`src/rtl/window_filter_ctrl.sv`:
```
// window_filter_ctrl: raster scan of every 3x3 window origin, one read/filter/write per window.
// Optional build macro WIN_MEDIAN_EN swaps the default mean filter for a 9-input median.
module window_filter_ctrl #(
  parameter int IMG_W  = 256,
  parameter int IMG_H  = 256,
  parameter int RD_LAT = 2
) (
  input  logic       clk,
  input  logic       rst,
  input  logic       start,
  output logic       busy,
  output logic       done,
  output logic       rd,
  output logic [7:0] addr_row_r,
  output logic [7:0] addr_col_r,
  input  logic [7:0] sw_pixel_1,
  input  logic [7:0] sw_pixel_2,
  input  logic [7:0] sw_pixel_3,
  input  logic [7:0] sw_pixel_4,
  input  logic [7:0] sw_pixel_5,
  input  logic [7:0] sw_pixel_6,
  input  logic [7:0] sw_pixel_7,
  input  logic [7:0] sw_pixel_8,
  input  logic [7:0] sw_pixel_9,
  output logic       wr,
  output logic [7:0] addr_row_w,
  output logic [7:0] addr_col_w,
  output logic [7:0] cl_pixel,
  output logic [2:0] state_dbg
);

  // Handshake: rd and wr are single-cycle strobes with no ready; the memory accepts
  // each one on the clock edge that ends the strobe cycle, and read data must be
  // valid RD_LAT cycles after rd is raised, held at least through that cycle.

  typedef enum logic [2:0] {
    IDLE  = 3'd0,
    READ  = 3'd1,
    WAIT  = 3'd2,
    CALC  = 3'd3,
    WRITE = 3'd4
  } state_t;

  localparam int             WCW       = (RD_LAT < 2) ? 1 : $clog2(RD_LAT + 1);
  localparam logic [WCW-1:0] WAIT_INIT = WCW'(RD_LAT);
  localparam logic [WCW-1:0] WAIT_LAST = WCW'(1);
  localparam logic [7:0]     COL_LAST  = 8'(IMG_W - 3);
  localparam logic [7:0]     ROW_LAST  = 8'(IMG_H - 3);

  state_t         state;
  state_t         state_nxt;
  logic [WCW-1:0] wait_cnt;
  logic [7:0]     org_row;
  logic [7:0]     org_col;
  logic [7:0]     win [9];
  logic [7:0]     filt;
  logic           last_win;
  logic           wait_done;

  assign last_win  = (org_row == ROW_LAST) && (org_col == COL_LAST);
  assign wait_done = (wait_cnt == WAIT_LAST);

  assign rd         = (state == READ);
  assign wr         = (state == WRITE);
  assign busy       = (state != IDLE);
  assign addr_row_r = org_row;
  assign addr_col_r = org_col;
  assign state_dbg  = state;

  always_ff @(posedge clk or negedge rst) begin
    if (!rst) state <= IDLE;
    else      state <= state_nxt;
  end

  always_comb begin
    state_nxt = state;
    case (state)
      IDLE:    if (start) state_nxt = READ;
      READ:    state_nxt = WAIT;
      WAIT:    if (wait_done) state_nxt = CALC;
      CALC:    state_nxt = WRITE;
      WRITE:   state_nxt = last_win ? IDLE : READ;
      default: state_nxt = IDLE;
    endcase
  end

  always_ff @(posedge clk or negedge rst) begin
    if (!rst) begin
      wait_cnt   <= '0;
      org_row    <= '0;
      org_col    <= '0;
      addr_row_w <= '0;
      addr_col_w <= '0;
      cl_pixel   <= '0;
      done       <= 1'b0;
      for (int i = 0; i < 9; i++) win[i] <= '0;
    end else begin
      done <= (state == WRITE) && last_win;
      case (state)
        IDLE: begin
          if (start) begin
            org_row <= '0;
            org_col <= '0;
          end
        end
        READ: wait_cnt <= WAIT_INIT;
        WAIT: begin
          wait_cnt <= wait_cnt - WAIT_LAST;
          // Pixels are only guaranteed valid in the final WAIT cycle.
          if (wait_done) begin
            win[0] <= sw_pixel_1;
            win[1] <= sw_pixel_2;
            win[2] <= sw_pixel_3;
            win[3] <= sw_pixel_4;
            win[4] <= sw_pixel_5;
            win[5] <= sw_pixel_6;
            win[6] <= sw_pixel_7;
            win[7] <= sw_pixel_8;
            win[8] <= sw_pixel_9;
          end
        end
        CALC: begin
          cl_pixel   <= filt;
          addr_row_w <= org_row + 8'd1;
          addr_col_w <= org_col + 8'd1;
        end
        WRITE: begin
          if (org_col == COL_LAST) begin
            org_col <= '0;
            org_row <= org_row + 8'd1;
          end else begin
            org_col <= org_col + 8'd1;
          end
        end
        default: ;
      endcase
    end
  end

`ifdef WIN_MEDIAN_EN
  // Compare-exchange pairs: after each step the first index holds the smaller value;
  // after all 19 steps position 4 holds the median.
  localparam logic [3:0] CX_A [19] = '{4'd1, 4'd4, 4'd7, 4'd0, 4'd3, 4'd6, 4'd1, 4'd4, 4'd7, 4'd0,
                                       4'd5, 4'd4, 4'd3, 4'd1, 4'd2, 4'd4, 4'd4, 4'd6, 4'd4};
  localparam logic [3:0] CX_B [19] = '{4'd2, 4'd5, 4'd8, 4'd1, 4'd4, 4'd7, 4'd2, 4'd5, 4'd8, 4'd3,
                                       4'd8, 4'd7, 4'd6, 4'd4, 4'd5, 4'd7, 4'd2, 4'd4, 4'd2};

  logic [7:0] med_v [9];
  logic [7:0] med_t;

  always_comb begin
    for (int i = 0; i < 9; i++) med_v[i] = win[i];
    med_t = '0;
    for (int k = 0; k < 19; k++) begin
      if (med_v[CX_A[k]] > med_v[CX_B[k]]) begin
        med_t           = med_v[CX_A[k]];
        med_v[CX_A[k]]  = med_v[CX_B[k]];
        med_v[CX_B[k]]  = med_t;
      end
    end
    filt = med_v[4];
  end
`else
  logic [11:0] sum9;
  logic [25:0] prod;

  // 7282/65536 approximates 1/9 closely enough to give floor(sum/9) up to 2295.
  always_comb begin
    sum9 = '0;
    for (int i = 0; i < 9; i++) sum9 = sum9 + {4'd0, win[i]};
    prod = {14'd0, sum9} * 26'd7282;
    filt = 8'(prod >> 16);
  end
`endif

endmodule
```
`config.mk`:
```
export PLATFORM = sky130hd
export DESIGN_NAME = window_filter_ctrl
export DESIGN_NICKNAME = d
export VERILOG_FILES = /design/src/rtl/window_filter_ctrl.sv
export SDC_FILE = /design/constraint.sdc
export NUM_CORES = 1
export LEC_CHECK = 0
export ABC_CLOCK_PERIOD_IN_PS = 9000
export CAP_MARGIN = 20
export CORE_UTILIZATION = 37
export DETAILED_ROUTE_END_ITERATION = 8
export GPL_TIMING_DRIVEN = 0
export PLACE_DENSITY = 0.67
export REMOVE_ABC_BUFFERS = 1
export SLEW_MARGIN = 20
export SYNTH_ARGS = -nofsm -noshare
export SYNTH_HDL_FRONTEND = slang
export SYNTH_SLANG_ARGS = --single-unit
```
`constraint.sdc`:
```
create_clock -name clk -period 9 [get_ports clk]
set_input_delay 2.25 -clock clk [delete_from_list [all_inputs] [get_ports clk]]
set_output_delay 2.25 -clock clk [all_outputs]
set_load 0.005 [all_outputs]
```
# After elaboration in Yosys (flattened, before gate mapping)

Index checks and enable logic that the tools add are counted.

Flip-flop bits (word level): 118
Input bits: 75
Output and inout port bits: 47
Logic and storage cells: 59

Add/subtract/negate cells: 11
$mul: 1
Eq/ne operators: 10
Muxes and demuxes: 10
Reduce and logical (&&, ||, !) cells: 10

Operators by type and width:

| cell                                                                   | number |
|---|---|
| 12-bit by 8-bit adder with 12-bit output                               | 4 |
| 8-bit one-hot mux with 2 select lines                                  | 2 |
| 8-bit two-way mux                                                      | 3 |
| 12-bit by 12-bit multiplier with 23-bit output (second input constant) | 1 |
| 8-bit by 1-bit adder with 8-bit output (second input constant)         | 2 |
| 8-bit equality test (second input constant)                            | 2 |
| 3-bit one-hot mux with 5 select lines                                  | 1 |
| 11-bit by 8-bit adder with 12-bit output                               | 1 |
| 10-bit by 8-bit adder with 11-bit output                               | 1 |
| 9-bit by 8-bit adder with 10-bit output                                | 1 |
| 8-bit by 8-bit adder with 9-bit output                                 | 1 |
| 3-bit by 2-bit equality test with 1-bit output (second input constant) | 2 |
| 3-bit two-way mux                                                      | 2 |
| 2-bit AND reduction                                                    | 3 |
| 2-bit inequality test (second input constant)                          | 2 |
| 2-bit one-hot mux with 2 select lines                                  | 1 |
| 2-bit nonzero test                                                     | 2 |
| 3-bit by 1-bit equality test with 1-bit output (second input constant) | 1 |
| 3-bit equality test (second input constant)                            | 1 |
| 3-bit logical NOT                                                      | 1 |
| 3-bit AND reduction                                                    | 1 |
| 3-bit nonzero test                                                     | 1 |
| 2-bit by 1-bit equality test with 1-bit output (second input constant) | 1 |
| 1-bit logical AND                                                      | 2 |
| 3 further kinds                                                        | 3 |

# Longest topological paths before layout

Word-level depth: 9
Depth in mapped cells: 32

# Worst setup path after synthesis

No wires, ideal clock.

Path type: register -> register
Start: register win[3] (netlist bit)
End: register cl_pixel[7]
Arrival: 7.865 ns
Required time: 8.875 ns
Path slack: 1.010 ns
Cell stages (with the launch flop): 32
Buffers on the path: 0
Cell sequence: dfrtp_1 > inv_1 > fa_1 > inv_1 > fa_1 > fa_1 > inv_1 > fa_1 > inv_1 > ha_1 > a21o_1 > a311o_1 > a21oi_2 > xnor2_1 > xor2_1 > ha_1 > a21o_2 > ha_1 > inv_1 > fa_1 > inv_1 > fa_1 > inv_1 > fa_1 > inv_1 > ha_1 > a211oi_1 > o21bai_1 > a21boi_0 > o41ai_2 > xnor2_1 > mux2_2

Word-level cells in the longest chain between the ends: 2

RTL lines:

| item                                           | line | RTL |
|---|---|---|
| start: declaration                             | 55   | `logic [7:0] win [9];` |
| 12-bit by 8-bit adder with 12-bit output       | 170  | `for (int i = 0; i < 9; i++) sum9 = sum9 + {4'd0, win[i]};` |
| 12-bit by 12-bit multiplier with 23-bit output | 171  | `prod = {14'd0, sum9} * 26'd7282;` |
| end signal: assignment                         | 123  | `cl_pixel <= filt;` |
| end: declaration                               | 28   | `output logic [7:0] cl_pixel,` |

No other way between the ends.
A chain may end at the register's enable or synchronous reset.

# Final worst setup path

Ends and elaborated chain as after synthesis.

==> impl_metrics.ini <==
[timing]
max_freq_mhz = 119.3
slew_headroom_pct = 53.73
period_minus_slack_ns = 8.379
setup_ws_ns = 0.6211
slew_viol_final = 0
post-route-period-util_pct = 93.10
rsz0062_at_grt = false
report.final.hold_viol_count = 0
finalSetupViolCount = 0
tightest_slew_ns = 0.6940
fin_worst_skew_ns = 0.01537

[synth]
synth_flop_cell = dfrtp_1
synth_top_cell_by_area = dfrtp_1
synthArstFlopShare_pct = 100.0
synth_top_cell_area_share_pct = 34.50
synth_common_cells = inv_1, dfrtp_1, ha_1, fa_1, o21ai_0
syn_inst = 796
synth_cell_types = 49
yosys_register_bits = 118
syn_area_per_cell_um2 = 10.75
yosys_warnings = 0
synth_edf_count = 0
syn_area_um2 = 8559
synth_most_common_cell = inv_1
synth.area.top_cells = dfrtp_1, fa_1, ha_1
seq_area_frac_synth_pct = 34.50

[layout]
fin_nets = 1165
fillers = 2067
areaGrowthSynthToFinish_pct = 26.60
drive_gt1_share_pct = 11.40
fin_cells = 1224
num_antenna_cells = 0

[global_routing]
antenna_found_initial = 0
grt_max_degree = 64
grt_use_total_pct = 15.01
overflow = 0
grt_pass1_wl_um = 28600
grt_pass1_vias = 6093

[clock_network]
cts_tree = yes
holdBufCountCts = 0
clock_sinks = 118
cts-buffers-inserted = 17
clockBufferDepth = 2
clk_pin_slew_ns = 0.05
clock-root-buffer = clkbuf_16
clock_latency_ns = 0.42
h-tree-depth = 4

[hold_path]
whs_path_depth = 2
min_path_type = reg -> reg

[place]
gp_congestion = 0.7988
numPortBuffers = 121
dp.cells = 1192
pre_cts_slack_ns = 0.3660
post-dp-hpwl_um = 12840

[routing]
drt_pass1_iterations = 4
vias_per_cell = 4.730
wl_um = 16340
ant_nets = 0
route.detailed.drc = 0
num_vias = 5789
routedWlPerCell_um = 13.35
drt_iter0_drc = 205

[worst_setup_path]
worstPathRequired_ns = 9.29
worstPathArrival_ns = 8.67
crit_type = reg -> reg
end_kind = register
crit_top_cell = inv_1
critPathLaunchType = register
ff2ff_path_depth = 30
slowest_delay_ns = 0.58
critPathMaxFanout = 6
cp_slowest_cell = fa_1

[floorplanning]
die-width_um = 154.1
start_util_pct = 37.81
die_y_um = 154.1
fp.dieArea_um2 = 23750
row_count = 55
io-pin-count = 122
core_area_um2 = 22640

[status]
outcome = finished clean

[flow_run]
maxCapViolCount = 0
==> routing by layer <==
layer | track usage [%] | share of wire (%)
met5 | 0 | 0
met4 | 3.952 | 0.86
met3 | 3.749 | 3.6
met2 | 24.94 | 50
met1 | 19.48 | 46
==> path summary, 6_finish.rpt <==
path	slack [ns]	start	to
setup / recovery	0.62	win[3]	cl_pixel[7]
hold / removal	0.48	cl_pixel[0]	cl_pixel[0]
setup reg to reg	0.62	win[3]	cl_pixel[7]
hold reg to reg	0.48	cl_pixel[0]	cl_pixel[0]
max in group asynchronous	6.52	rst	wait_cnt[0]
min in group asynchronous	1.79	rst	win[70]
==> flip-flops by register name, indices dropped and copies added, names as in the netlist <==
name and count:
addr_col_r 8, cl_pixel 8, addr_row_r 8, wait_cnt 2
win 72, addr_col_w 8, state_dbg 3, done 1
addr_row_w 8
==> placed cells by master, fill, tap and decap left out, drive strengths merged, types with 5 or more instances in the layout <==
master / n
o21ai: 73
a21oi: 14
mux2: 53
inv: 146
fa: 79
nand2b: 5
o31ai: 7
ha: 85
and2: 6
bufinv: 5
xnor2: 20
dfrtp: 118
nand3: 11
clkdlybuf4s50: 120
nand2: 56
xor2: 16
a21o: 7
o21a: 5
buf: 11
and3: 12
clkbuf: 19
nor2: 28
==> layout make-up <==
| class | instances | area, um^2 | share of cell area (%) |
|---|---|---|---|
| clock buffers | 19 | 442.9 | 4.087 |
| clock inverters | 13 | 220.2 | 2.032 |
| inverters | 143 | 536.8 | 4.953 |
| multi-input cells | 515 | 5012 | 46.25 |
| flip-flops and latches | 118 | 2953 | 27.25 |
| well taps | 285 | 356.6 | 3.291 |
| repair buffers | 131 | 1315 | 12.13 |
==> logic make-up (layout without fill, tap and decap cells) <==
group	count (synthesis)	in the layout	synth area share, %
compound gates	129	129	9.239
xor+xnor	37	37	4.049
fa+ha+maj	165	165	31.02
buf+inv	163	306	7.221
flops	118	118	34.50
mux	53	53	6.973
simple gates	131	131	7.002
==> metrics by stage <==
stage	area [um^2]	hold slack (ns)	util, %	TNS, ns
CTS	10820	0.4861	47.78	0
detailed placement	10150	0.4725	44.85	0
floorplan	8478	0.4726	-	0
finish	10840	0.4800	47.86	0
global route	10840	0.5059	47.86	0
global placement	10050	0.4654	44.37	-11.81
==> what timing repair did <==
item / CTS / global route
buffers inserted: 0 / 0
endpoints found under the setup margin: 0 / 4
resized for setup: 0 / 3
==> critical path, delay by kind of cell, from the launching register on <==
family | cells | cell delay [ns]
mux | 1 | 0.26
compound gates | 8 | 1.82
fa+ha+maj | 10 | 4.55
buf+inv | 8 | 0.45
flops | 1 | 0.32
xor+xnor | 3 | 0.85
Power is left out: the tool's default activity adds up to more than one toggle a clock period on the data nets, which glitch-free logic cannot reach.
